`src/rtl/conv_output_streamer.sv`:
```
// Output side of the HW3 accelerator stream: one config beat, then conv results
// through a small FIFO under valid/ready backpressure, then a completion pulse.
module conv_output_streamer #(
    parameter int IMG_DIM    = 64,
    parameter int DATA_W     = 8,
    parameter int FIFO_DEPTH = 4,
    parameter int CNT_W      = 13
) (
    input  logic              i_clk,
    input  logic              i_rst,
    input  logic              i_cfg_start,
    input  logic              i_cfg_legal,
    input  logic [1:0]        i_kernel_size,
    input  logic [1:0]        i_stride_size,
    input  logic [1:0]        i_dilation_size,
    input  logic              i_res_valid,
    input  logic [DATA_W-1:0] i_res_data,
    output logic              o_res_ready,
    output logic              o_cfg_valid,
    output logic [1:0]        o_kernel_size,
    output logic [1:0]        o_stride_size,
    output logic [1:0]        o_dilation_size,
    output logic              o_out_valid,
    output logic [DATA_W-1:0] o_out_data,
    input  logic              i_out_ready,
    output logic              o_exe_finish
);

    localparam int AW = (FIFO_DEPTH > 1) ? $clog2(FIFO_DEPTH) : 1;
    localparam logic [CNT_W-1:0] TOTAL_S1 = CNT_W'(IMG_DIM * IMG_DIM);
    localparam logic [CNT_W-1:0] TOTAL_S2 = CNT_W'((IMG_DIM / 2) * (IMG_DIM / 2));
    localparam logic [AW:0]      OCC_FULL = (AW + 1)'(FIFO_DEPTH);

    typedef enum logic [1:0] {
        IDLE,
        CFG,
        STREAM,
        DONE
    } state_t;

    state_t state, state_nxt;

    logic              cfg_legal;
    logic [1:0]        kernel_q, stride_q, dilation_q;
    logic [CNT_W-1:0]  total, push_cnt, pop_cnt;

    logic [DATA_W-1:0] mem [FIFO_DEPTH];
    logic [AW-1:0]     wr_ptr, rd_ptr;
    logic [AW:0]       occ;
    logic              fifo_full, fifo_empty, push, pop;

    assign fifo_full  = (occ == OCC_FULL);
    assign fifo_empty = (occ == '0);
    assign push       = i_res_valid && o_res_ready;
    assign pop        = o_out_valid && i_out_ready;
    // Gated so the data bus reads 0 whenever nothing valid is buffered
    assign o_out_data = o_out_valid ? mem[rd_ptr] : '0;

    always_comb begin
        state_nxt       = state;
        o_cfg_valid     = 1'b0;
        o_kernel_size   = 2'd0;
        o_stride_size   = 2'd0;
        o_dilation_size = 2'd0;
        o_res_ready     = 1'b0;
        o_out_valid     = 1'b0;
        o_exe_finish    = 1'b0;
        case (state)
            IDLE: begin
                if (i_cfg_start) state_nxt = CFG;
            end
            CFG: begin
                o_cfg_valid = 1'b1;
                if (cfg_legal) begin
                    o_kernel_size   = kernel_q;
                    o_stride_size   = stride_q;
                    o_dilation_size = dilation_q;
                    state_nxt       = STREAM;
                end else begin
                    state_nxt = DONE;
                end
            end
            STREAM: begin
                o_res_ready = !fifo_full && (push_cnt < total);
                o_out_valid = !fifo_empty;
                if (o_out_valid && i_out_ready && (pop_cnt == total - CNT_W'(1)))
                    state_nxt = DONE;
            end
            DONE: begin
                o_exe_finish = 1'b1;
                state_nxt    = IDLE;
            end
            default: state_nxt = IDLE;
        endcase
    end

    always_ff @(posedge i_clk or posedge i_rst) begin
        if (i_rst) begin
            state      <= IDLE;
            cfg_legal  <= 1'b0;
            kernel_q   <= '0;
            stride_q   <= '0;
            dilation_q <= '0;
            total      <= '0;
            push_cnt   <= '0;
            pop_cnt    <= '0;
            wr_ptr     <= '0;
            rd_ptr     <= '0;
            occ        <= '0;
        end else begin
            state <= state_nxt;
            if (state == IDLE && i_cfg_start) begin
                cfg_legal  <= i_cfg_legal;
                kernel_q   <= i_kernel_size;
                stride_q   <= i_stride_size;
                dilation_q <= i_dilation_size;
            end
            if (state == CFG) begin
                total    <= (stride_q == 2'd2) ? TOTAL_S2 : TOTAL_S1;
                push_cnt <= '0;
                pop_cnt  <= '0;
            end else begin
                if (push) push_cnt <= push_cnt + CNT_W'(1);
                if (pop)  pop_cnt  <= pop_cnt + CNT_W'(1);
            end
            if (push) wr_ptr <= wr_ptr + AW'(1);
            if (pop)  rd_ptr <= rd_ptr + AW'(1);
            case ({push, pop})
                2'b10:   occ <= occ + (AW + 1)'(1);
                2'b01:   occ <= occ - (AW + 1)'(1);
                default: occ <= occ;
            endcase
        end
    end

    // Storage needs no reset: occupancy alone decides what is valid
    always_ff @(posedge i_clk) begin
        if (push) mem[wr_ptr] <= i_res_data;
    end

endmodule

```
`config.mk`:
```
export PLATFORM = sky130hd
export DESIGN_NAME = conv_output_streamer
export DESIGN_NICKNAME = d
export VERILOG_FILES = /design/src/rtl/conv_output_streamer.sv
export SDC_FILE = /design/constraint.sdc
export NUM_CORES = 1
export LEC_CHECK = 0
export ABC_AREA = 1
export CORE_ASPECT_RATIO = 2
export CORE_MARGIN = 4
export CORE_UTILIZATION = 30
export CTS_CLUSTER_SIZE = 28
export DETAILED_ROUTE_END_ITERATION = 12
export GPL_ROUTABILITY_DRIVEN = 1
export PLACE_DENSITY_LB_ADDON = 0.3
export SLEW_MARGIN = 25
export SYNTH_ARGS = -nofsm -noshare
export SYNTH_HDL_FRONTEND = slang
export SYNTH_SLANG_ARGS = --single-unit
```
`constraint.sdc`:
```
create_clock -name i_clk -period 3.5 [get_ports i_clk]
set_input_delay 0.525 -clock i_clk [delete_from_list [all_inputs] [get_ports i_clk]]
set_output_delay 0.525 -clock i_clk [all_outputs]
set_load 0.02 [all_outputs]
```
==> reports/results.ini <==
[global_routing]
grtUsageMet3_pct = 2.53
gr-total-overflow = 0
grt_max_degree = 45
met1_usage_pct = 12.7
grt_first_pass_wirelength_microns = 14400
antenna_found_initial = 0
grt.met2_usage_pct = 22.7
grtUsageTotal_pct = 12.6
top_usage_layer = met2
grt_pass1_vias = 3069

[routing]
drc = 0
drt-wirelength-per-cell_microns = 14.1
routed_wl_microns = 8790
avgViaCountPerCell = 4.84
ant_nets = 0
dr.first_iter.drc_count = 99
vias = 3018
dr.pass1.iters = 4

[critical_path]
slowest_delay_ns = 0.62
worstSetupStartpointType = flop
cp-end-kind = output pin
path_cells = inv_1 -> ha_1 -> nand2_1 -> nor2_1 -> clkdlybuf4s50_1
critPathKind = flop to output pin
critPathTopFamily = buffers and inverters
crit_required_ns = 2.97
crit_slowest_cell = clkdlybuf4s50_1
path_buf_inv = 2
cp.arrival_ns = 2.39
crit_fanout = 10

[synthesis]
synth_top_family_by_area = simple AND/OR/NAND/NOR gates
yosysWarnings = 0
synth.avg_cell_area_sq_um = 9.07
synthXorXnorAreaFrac_pct = 1.80
synthCells = 428
ys_ff_latch = 76
yosysTopAreaCellShare_pct = 28.4
synth_mux_area_share_pct = 0.290
synth_largest_area_cell = dfrtp_1
synthTopCellsByArea = dfrtp_1 28%, edfxtp_1 25%, nor2_1 7.2%, nand2_1 6.6%, ha_1 4.2%
ys_seq_area_share_pct = 53.1
syn_nets = 462
synth_compound_area_share_pct = 9.09
synthesis.area_sq_um = 3880
synthAdderAreaFrac_pct = 4.71
yosys.area_share.simple_pct = 24.6
synth_cell_type_count = 38

[timing]
relSlewSlack_pct = 43.3
whs_ns = 0.515
hold_violations = 0
finalSetupViolCount = 0
fmax_ghz = 0.343
period_needed_ns = 2.92
clock-skew-final_ns = 0.00771
worstMarginPinSlew_ns = 0.848
setup_tns_ns = 0
rsz0062_at_grt = no
final_max_slew_viol_count = 0
post-route-period-util_pct = 83.3

[clock_network]
htreeDepth = 3
cts_inserted_buffers = 9
clkLatencyLatePin_ns = 0.34
tritoncts = yes
clock_sinks = 76
clockRootBuffer = clkbuf_16
post-cts-setup-buffers = 0
clk_pin_slew_ns = 0.06
cts_resized = 0
hold_buffers = 0
clockBufferDepth = 2

[floorplan]
initial_core_util_pct = 30.7
die_w_microns = 88.4
num_rows = 58
design.core.area_sq_um = 12600
num_io_pins = 38
die_h_microns = 169
die_area_sq_um = 14900

[placed_design]
placed_cells = 608
dpl_cell_area_sq_um = 4400
dp_hpwl_microns = 6470
io_buffers = 37
gp_congestion = 0.885

[pwr]
ir_drop_v = 0.000403
p_leak_nw = 1.94
p_per_area_nw_per_um2 = 756

[final_layout]
fillers = 1281
fin_cells = 624
postLayoutCoreUtil_pct = 37.5
diodes = 0
final_area_sq_um = 4740
final_nets = 503
syn_to_final_growth_pct = 22.1
drive_gt1_share_pct = 8.44

[run]
max_cap_viol_count = 0

[outcome]
status = completed

[min_path]
hold_path_class = flop to flop

-- through the flow --
step / power, mW / setup WS, ns
after detailed placement: 2.56 / 0.915
final: 3.58 / 0.585
after CTS: 3.64 / 0.517
after global routing: 3.83 / 0.395
after floorplan: 2.14 / 1.34
after global placement: 2.53 / 0.925
-- synthesized netlist by cell type --
master and number:
nor2_1 74, nand2_1 68, dfrtp_1 44, inv_1 42
edfxtp_1 32, o21ai_0 30, nand3_1 25, a21oi_1 23
ha_1 13, nand4_1 10, nor3_1 9, inv_2 6
buf_2 5, xor2_1 5, o21ai_1 4, nand2_4 3
nor3_2 3, xnor2_1 3, a21oi_2 2, and3_1 2
buf_6 2, clkbuf_1 2, clkinv_1 2, nand3_4 2
nor2_4 2, o21bai_1 2, o31ai_1 2, and2_1 1
buf_4 1, fa_1 1, mux2_2 1, nand2_2 1
nand4_4 1, nor2_2 1, nor3b_1 1, nor4_1 1
o21a_1 1, o31ai_2 1
-- layout by cell type, fill, tap and decap left out, types with 9 or more instances in the layout --
master	synthesis	final
a21oi_1	23	23
clkbuf_16	0	9
clkdlybuf4s50_1	0	37
dfrtp_1	44	44
edfxtp_1	32	32
ha_1	13	13
inv_1	42	41
nand2_1	68	68
nand3_1	25	25
nand4_1	10	10
nor2_1	74	74
nor3_1	9	9
o21ai_0	30	30
-- area by class of cell --
cell class	instances	area [sq um]	share of cell area, %
Clock buffer	9	225	4.75
Clock inverter	7	114	2.40
Inverter	50	188	3.96
Multi-Input combinational cell	292	1570	33.1
Sequential cell	76	2060	43.5
Tap cell	150	188	3.96
Timing Repair Buffer	40	393	8.29
-- final timing paths --
kind / startpoint / endpoint / slack, ns / cells past startpoint
worst max-delay path: state[1] / o_stride_size[0] / 0.58 / 5
worst min register to register: dilation_q[1] / dilation_q[1] / 0.52 / 2
worst max register to register: state[0] / occ[2] / 1.00 / 10
min in group asynchronous: i_rst / kernel_q[1] / 0.65 / 3
worst min-delay path: dilation_q[1] / dilation_q[1] / 0.52 / 2
max in group asynchronous: i_rst / pop_cnt[8] / 2.45 / 3
-- flip-flops by register name, summed over array words and instances (netlist names) --
signal      flops
total           2
stride_q        2
pop_cnt        13
occ             3
mem            32
rd_ptr          2
push_cnt       13
kernel_q        2
dilation_q      2
state           2
wr_ptr          2
cfg_legal       1
-- kinds of logic after synthesis --
| group | Yosys count |
|---|---|
| xor+xnor | 8 |
| simple gates | 204 |
| buf+inv | 60 |
| flops | 76 |
| compound gates | 65 |
| mux | 1 |
| fa+ha+maj | 14 |
-- per-layer routing --
layer / routed length [microns] / vias up / share of wire (%)
met1: 3320 / 1434 / 38
li1: - / 1503 / -
met2: 4840 / 59 / 55
met4: 323 / 0 / 3.7
met5: 0 / - / 0
met3: 309 / 22 / 3.5
-- power by group --
part / internal [mW] / switching, mW / total, mW
Sequential: 1.10 / 0.164 / 1.26
Clock: 0.694 / 0.363 / 1.06
Combinational: 0.471 / 0.795 / 1.27
Total: 2.26 / 1.32 / 3.58
-- worst reg2reg max path, cell delays in order, from the launching register on --
cell and delay (ns):
dfrtp_1 0.42, inv_1 0.16, ha_1 0.26, nand2_4 0.16
nor2_4 0.31, ha_1 0.22, inv_1 0.07, fa_1 0.38
a21oi_1 0.14, o21ai_0 0.10, xor2_1 0.15
Power figures use the tool's default switching activity.
